--- config.mk ---
export PLATFORM = sky130hd
export DESIGN_NAME = axil_csr_slave
export DESIGN_NICKNAME = d
export VERILOG_FILES = /design/src/rtl/axil_csr_slave.sv
export SDC_FILE = /design/constraint.sdc
export NUM_CORES = 1
export LEC_CHECK = 0
export ABC_AREA = 1
export ABC_CLOCK_PERIOD_IN_PS = 2100
export CAP_MARGIN = 10
export CELL_PAD_IN_SITES_DETAIL_PLACEMENT = 0
export CELL_PAD_IN_SITES_GLOBAL_PLACEMENT = 2
export CORE_MARGIN = 2
export CORE_UTILIZATION = 26
export CTS_BUF_LIST = sky130_fd_sc_hd__clkbuf_2 sky130_fd_sc_hd__clkbuf_4 sky130_fd_sc_hd__clkbuf_8
export DETAILED_ROUTE_END_ITERATION = 12
export GPL_TIMING_DRIVEN = 0
export PLACE_DENSITY_LB_ADDON = 0.1
export SLEW_MARGIN = 10
export SYNTH_ARGS = -nofsm -noshare
export SYNTH_HDL_FRONTEND = slang
export SYNTH_SLANG_ARGS = --single-unit
export TNS_END_PERCENT = 100
--- constraint.sdc ---
create_clock -name aclk -period 2.1 [get_ports aclk]
set_input_delay 0.315 -clock aclk [delete_from_list [all_inputs] [get_ports aclk]]
set_output_delay 0.315 -clock aclk [all_outputs]
set_load 0.05 [all_outputs]
--- src/rtl/axil_csr_slave.sv ---
// AXI4-Lite slave terminating host traffic into a small CSR bank.
// Lower half of the bank: read/write control registers driven on ctrl_o.
// Upper half: read-only status words sampled from stat_i.
// Ports:
//   aclk, aresetn           clock, asynchronous active-low reset
//   s_axil_aw*/w*/b*        AXI4-Lite write address/data/response channels
//   s_axil_ar*/r*           AXI4-Lite read address/data channels
//   ctrl_o                  flattened control registers (reg k at [k*DW +: DW])
//   ctrl_wr_o/ctrl_wr_idx_o one-cycle pulse + index per committed control write
//   stat_i                  flattened status words (status reg N_REGS/2+k = slice k)
module axil_csr_slave #(
    parameter int unsigned AXI4L_ADDR_BITS = 32,
    parameter int unsigned AXI4L_DATA_BITS = 32,
    parameter int unsigned N_REGS          = 16
) (
    input  logic                                      aclk,
    input  logic                                      aresetn,

    input  logic [AXI4L_ADDR_BITS-1:0]                s_axil_awaddr,
    input  logic                                      s_axil_awvalid,
    output logic                                      s_axil_awready,
    input  logic [AXI4L_DATA_BITS-1:0]                s_axil_wdata,
    input  logic [AXI4L_DATA_BITS/8-1:0]              s_axil_wstrb,
    input  logic                                      s_axil_wvalid,
    output logic                                      s_axil_wready,
    output logic [1:0]                                s_axil_bresp,
    output logic                                      s_axil_bvalid,
    input  logic                                      s_axil_bready,

    input  logic [AXI4L_ADDR_BITS-1:0]                s_axil_araddr,
    input  logic                                      s_axil_arvalid,
    output logic                                      s_axil_arready,
    output logic [AXI4L_DATA_BITS-1:0]                s_axil_rdata,
    output logic [1:0]                                s_axil_rresp,
    output logic                                      s_axil_rvalid,
    input  logic                                      s_axil_rready,

    output logic [N_REGS/2*AXI4L_DATA_BITS-1:0]       ctrl_o,
    output logic                                      ctrl_wr_o,
    output logic [$clog2(N_REGS)-1:0]                 ctrl_wr_idx_o,
    input  logic [N_REGS/2*AXI4L_DATA_BITS-1:0]       stat_i
);

    localparam int unsigned DW     = AXI4L_DATA_BITS;
    localparam int unsigned AW     = AXI4L_ADDR_BITS;
    localparam int unsigned BYTES  = DW / 8;
    localparam int unsigned OFF    = $clog2(BYTES);
    localparam int unsigned IDX    = $clog2(N_REGS);
    localparam int unsigned N_CTRL = N_REGS / 2;

    localparam logic [1:0] RESP_OKAY   = 2'b00;
    localparam logic [1:0] RESP_SLVERR = 2'b10;

    // Register index from a byte address; sub-word offset bits are dropped.
    function automatic logic [IDX-1:0] addr_idx(input logic [AW-1:0] a);
        return IDX'(a >> OFF);
    endfunction

    // Any address bit above the register window makes the access out-of-range.
    function automatic logic addr_oor(input logic [AW-1:0] a);
        return (a >> (OFF + IDX)) != '0;
    endfunction

    // State
    logic              aw_held_q;
    logic [AW-1:0]     aw_addr_q;
    logic              w_held_q;
    logic [DW-1:0]     w_data_q;
    logic [BYTES-1:0]  w_strb_q;
    logic              bvalid_q;
    logic [1:0]        bresp_q;
    logic              rvalid_q;
    logic [1:0]        rresp_q;
    logic [DW-1:0]     rdata_q;
    logic [DW-1:0]     ctrl_q [N_CTRL];
    logic              ctrl_wr_q;
    logic [IDX-1:0]    ctrl_wr_idx_q;

    // Handshake / decode
    logic              aw_hs;
    logic              w_hs;
    logic              ar_hs;
    logic              commit;
    logic [AW-1:0]     wr_addr;
    logic [DW-1:0]     wr_data;
    logic [BYTES-1:0]  wr_strb;
    logic [IDX-1:0]    wr_idx;
    logic              wr_ok;
    logic [IDX-1:0]    rd_idx;
    logic              rd_oor;
    logic [DW-1:0]     rd_word;

    // Ready signals depend only on registered state.
    assign s_axil_awready = !aw_held_q && !bvalid_q;
    assign s_axil_wready  = !w_held_q && !bvalid_q;
    assign s_axil_arready = !rvalid_q;

    assign s_axil_bvalid  = bvalid_q;
    assign s_axil_bresp   = bresp_q;
    assign s_axil_rvalid  = rvalid_q;
    assign s_axil_rresp   = rresp_q;
    assign s_axil_rdata   = rdata_q;
    assign ctrl_wr_o      = ctrl_wr_q;
    assign ctrl_wr_idx_o  = ctrl_wr_idx_q;

    for (genvar k = 0; k < N_CTRL; k++) begin : g_ctrl_flat
        assign ctrl_o[k*DW +: DW] = ctrl_q[k];
    end

    // Write-side combine: a held beat or a live handshake supplies each half.
    always_comb begin
        aw_hs   = s_axil_awvalid && s_axil_awready;
        w_hs    = s_axil_wvalid && s_axil_wready;
        commit  = (aw_hs || aw_held_q) && (w_hs || w_held_q);
        wr_addr = aw_held_q ? aw_addr_q : s_axil_awaddr;
        wr_data = w_held_q ? w_data_q : s_axil_wdata;
        wr_strb = w_held_q ? w_strb_q : s_axil_wstrb;
        wr_idx  = addr_idx(wr_addr);
        // Only in-range control indices (MSB of the index clear) are writable.
        wr_ok   = !addr_oor(wr_addr) && !wr_idx[IDX-1];
    end

    // Read-side decode and data mux.
    always_comb begin
        ar_hs   = s_axil_arvalid && s_axil_arready;
        rd_idx  = addr_idx(s_axil_araddr);
        rd_oor  = addr_oor(s_axil_araddr);
        rd_word = '0;
        if (!rd_oor) begin
            for (int k = 0; k < N_CTRL; k++) begin
                if (rd_idx == IDX'(k)) begin
                    rd_word = ctrl_q[k];
                end
                if (rd_idx == IDX'(k + N_CTRL)) begin
                    rd_word = stat_i[k*DW +: DW];
                end
            end
        end
    end

    // Write channel: hold flags, response and control-write strobe.
    always_ff @(posedge aclk or negedge aresetn) begin
        if (!aresetn) begin
            aw_held_q     <= 1'b0;
            aw_addr_q     <= '0;
            w_held_q      <= 1'b0;
            w_data_q      <= '0;
            w_strb_q      <= '0;
            bvalid_q      <= 1'b0;
            bresp_q       <= RESP_OKAY;
            ctrl_wr_q     <= 1'b0;
            ctrl_wr_idx_q <= '0;
        end else begin
            ctrl_wr_q <= 1'b0;
            if (commit) begin
                aw_held_q <= 1'b0;
                w_held_q  <= 1'b0;
                bvalid_q  <= 1'b1;
                bresp_q   <= wr_ok ? RESP_OKAY : RESP_SLVERR;
                ctrl_wr_q <= wr_ok;
                if (wr_ok) begin
                    ctrl_wr_idx_q <= wr_idx;
                end
            end else begin
                if (aw_hs) begin
                    aw_held_q <= 1'b1;
                    aw_addr_q <= s_axil_awaddr;
                end
                if (w_hs) begin
                    w_held_q <= 1'b1;
                    w_data_q <= s_axil_wdata;
                    w_strb_q <= s_axil_wstrb;
                end
                if (bvalid_q && s_axil_bready) begin
                    bvalid_q <= 1'b0;
                    bresp_q  <= RESP_OKAY;
                end
            end
        end
    end

    // Control register bank with byte-lane write enables.
    always_ff @(posedge aclk or negedge aresetn) begin
        if (!aresetn) begin
            for (int k = 0; k < N_CTRL; k++) begin
                ctrl_q[k] <= '0;
            end
        end else if (commit && wr_ok) begin
            for (int k = 0; k < N_CTRL; k++) begin
                if (wr_idx == IDX'(k)) begin
                    for (int b = 0; b < BYTES; b++) begin
                        if (wr_strb[b]) begin
                            ctrl_q[k][b*8 +: 8] <= wr_data[b*8 +: 8];
                        end
                    end
                end
            end
        end
    end

    // Read channel: capture on AR handshake, hold until R handshake.
    always_ff @(posedge aclk or negedge aresetn) begin
        if (!aresetn) begin
            rvalid_q <= 1'b0;
            rresp_q  <= RESP_OKAY;
            rdata_q  <= '0;
        end else if (ar_hs) begin
            rvalid_q <= 1'b1;
            rresp_q  <= rd_oor ? RESP_SLVERR : RESP_OKAY;
            rdata_q  <= rd_word;
        end else if (rvalid_q && s_axil_rready) begin
            rvalid_q <= 1'b0;
            rresp_q  <= RESP_OKAY;
            rdata_q  <= '0;
        end
    end

endmodule

==> reports/results.tsv <==
stage	metric	value	unit
routing	first-pass iteration count of the detailed router	5	
synthesis	Yosys warnings	0	
synthesis	Cell variety after synth	37	
cells_and_area	Nets	3856	
cts	CTS Sinks	365	
sta	Final Hold Viols	0	
power_and_ir_drop	Pwr per Cell Area	743	nW/um2
sta	period utilisation layout	113	%
synthesis	ranking of synthesized cells by area	dfrtp_1, nand2_1, nand4_1, nor2_1, inv_1	
setup_path	Worst Path Buf+Inv	3	
setup_path	slowest library cell on the worst path	dfrtp_1	
grt	total global-route track usage	29.5	%
placement	gp weighted congestion	0.906	
sta	max-slew violations	0	
sta	normalized max-slew margin	28.3	%
power_and_ir_drop	leakage	0.0162	uW
placement	placed insts	4296	
synthesis	Synth Cell Area	19800	um2
placement	placed inst area	27700	um2
cts	CTS H-tree lvls	3	
synthesis	async set-reset flop share out of synthesis	100	%
hold_path	type of the worst min-delay path	in -> async	
sta	RSZ-0062 raised after global routing	yes	
cts	CTS tree	done	
routing	drt drc	0	
routing	DRT Wirelength	120	mm
floorplan	IO Count	665	
setup_path	CP Cell Sequence	buf_2 > nand2_1 > o21ai_4 > clkbuf_2 > clkbuf_4 > nand4_1 > nand2_1	
routing	1st-iter DRT viols	1830	
setup_path	Critical Path Start Type	register	
sta	final setup violating endpoints	259	
cts	clock-pin transition on the worst setup and hold timing paths	0.06	ns
outcome	failing checks	setup timing	
placement	Port Buffers	658	
setup_path	top cell family by delay on the critical path	buffers and inverters	
sta	Final Skew	0.0369	ns
synthesis	synthesized instance count	2656	
synthesis	Synth area leader	dfrtp_1	
power_and_ir_drop	peak supply drop	0.363	mV
synthesis	FF+latch count, synth	365	
routing	average wire per standard cell	26.4	um
synthesis	prevailing post-synth register cell	dfrtp_1	
sta	Tmin final	2.38	ns
grt	largest net degree at the start of global routing	102	
setup_path	critical path's most frequent cell	nand2_1	
floorplan	Die Width	280	um
synthesis	Post-Syn Area per Cell	7.45	um2
routing	DR vias/cell	5.08	
floorplan	chip height	280	um
cts	root buffer cell	clkbuf_8	
grt	first-pass GRT wire length	166	mm
grt	total gr overflow	0	
cts	clk_lat worst skew	0.68	ns
floorplan	full die area	78300	um2
sta	Slew @ Worst Pin	1.07	ns
grt	number of global-route vias before repair	23202	
routing	DR vias	23017	
routing	antenna viol nets, final	0	
grt	antenna violations before repair	11	
setup_path	Critical Path End Type	register	
synthesis	most common cell in the netlist	nand2_1	
cells_and_area	share of cells above drive strength 1	17.6	%
cells_and_area	area delta synth->final	60.1	%
setup_path	CP Max Fanout	10	
setup_path	Critical Path Max Stage Delay	0.42	ns
setup_path	Worst Path Arrival	2.98	ns
sta	post-route setup slack	-0.283	ns
floorplan	core area	75600	um2
synthesis	Post-synth EDFFs	0	
flow_run	max cap viols	0	
outcome	status	finished, violations left	
cells_and_area	Layout Cells excl Fill	4531	
synthesis	top cells by count, synth	nand2_1, dfrtp_1, nand4_1, nor2_1, inv_1	
setup_path	critical path required time	2.70	ns
floorplan	# rows	101	
cells_and_area	final instance area	31700	um2
synthesis	Seq/Total Area, Yosys	46.2	%
floorplan	initial core utilization	26.2	%
sta	Max Clk Rate	420	MHz
placement	DP HPWL	92.5	mm
cts	TritonCTS Buffers	74	
cts	Clock Path Buffers	3	
synthesis	Synth top area share	46.2	%
setup_path	Crit Path Class	reg -> reg	
[per-stage QoR]
stage / power (uW) / hold WS [ns] / TNS, ns / worst slack, ns / utilization (%)
2_1_floorplan: 11200 / 0.0194 / 0 / 0.0473 / -
3_3_place_gp: 14200 / 0.467 / -6302.49 / -18.05 / 36.5
3_5_place_dp: 14400 / 0.344 / -263.55 / -1.89 / 36.6
4_1_cts: 23500 / 0.176 / -43.39 / -0.261 / 41.0
5_1_grt: 24500 / 0.213 / -76.04 / -0.400 / 41.9
6_report: 23500 / 0.194 / -42.96 / -0.283 / 41.9
[cell families after synthesis]
logic type             synth area share, %
multiplexers                          1.53
AO/OA/AOI/OAI                         3.95
buffers and inverters                 7.00
other                               0.0190
AND/OR/NAND/NOR                       41.3
flip-flops                            46.2
[report_power, final]
group	internal, uW	switching, uW
sequential	7720	419
combinational	2270	4890
clock	4680	3530
[cells in the final DEF, fill, tap and decap left out, types with 15 or more instances in the layout]
cell type / n
a21oi_1: 62
buf_12: 41
buf_2: 19
buf_4: 55
clkbuf_1: 43
clkbuf_16: 18
clkbuf_2: 51
clkbuf_4: 29
clkbuf_8: 98
clkdlybuf4s50_1: 353
dfrtp_1: 364
dlygate4sd2_1: 295
inv_1: 135
mux2_2: 26
nand2_1: 993
nand2_2: 85
nand3_1: 48
nand3_4: 31
nand4_1: 346
nor2_1: 163
nor2_4: 17
nor3_1: 39
o21ai_0: 45
o21ai_1: 15
o21ai_2: 20
or2_2: 45
[repair_timing]
item,CTS,global route
hold endpoints to repair,77,0
resized for setup,619,129
cloned,12,17
setup buffers,69,8
pin swaps,122,137
hold buffers,1,0
endpoints found under the setup margin,611,326
[registers in the layout, summed over array words and instances, names as in the netlist, 4 cells and up]
signal	flops
ctrl_wr_idx_o	4
s_axil_rdata	32
w_strb_q	4
aw_addr_q	30
w_data_q	32
ctrl_o	256
[final timing paths]
kind	start	end	slack (ns)	depth (start not counted)
worst min register to register	s_axil_rdata[14]	s_axil_rdata[14]	0.48	2
worst max-delay path	w_held_q	ctrl_o[248]	-0.28	7
min in group aclk	s_axil_wdata[15]	w_data_q[15]	0.22	3
max in group asynchronous	aresetn	ctrl_o[212]	0.42	4
worst max register to register	w_held_q	ctrl_o[248]	-0.28	7
worst min-delay path	aresetn	aw_addr_q[14]	0.19	2
[per-layer routing]
| layer | wire, um | track usage (%) | share of wire [%] | up-vias |
|---|---|---|---|---|
| met4 | 2480 | 7.47 | 2.1 | 14 |
| met5 | 77 | 0 | 0.064 | - |
| met3 | 8940 | 6.29 | 7.5 | 158 |
| li1 | - | - | - | 10539 |
| met1 | 51300 | 38.5 | 43 | 11342 |
| met2 | 56800 | 49.5 | 48 | 964 |
[cell type report]
class,count,area [um2]
Antenna cell,5,12.5
Buffer,160,1260
Clock buffer,121,1520
Clock inverter,10,91.3
Fill cell,7848,43900
Inverter,141,537
Multi-Input combinational cell,1987,10100
Sequential cell,365,9140
Tap cell,978,1220
Timing Repair Buffer,764,7830
No activity file was read; power rests on OpenSTA's default activity.
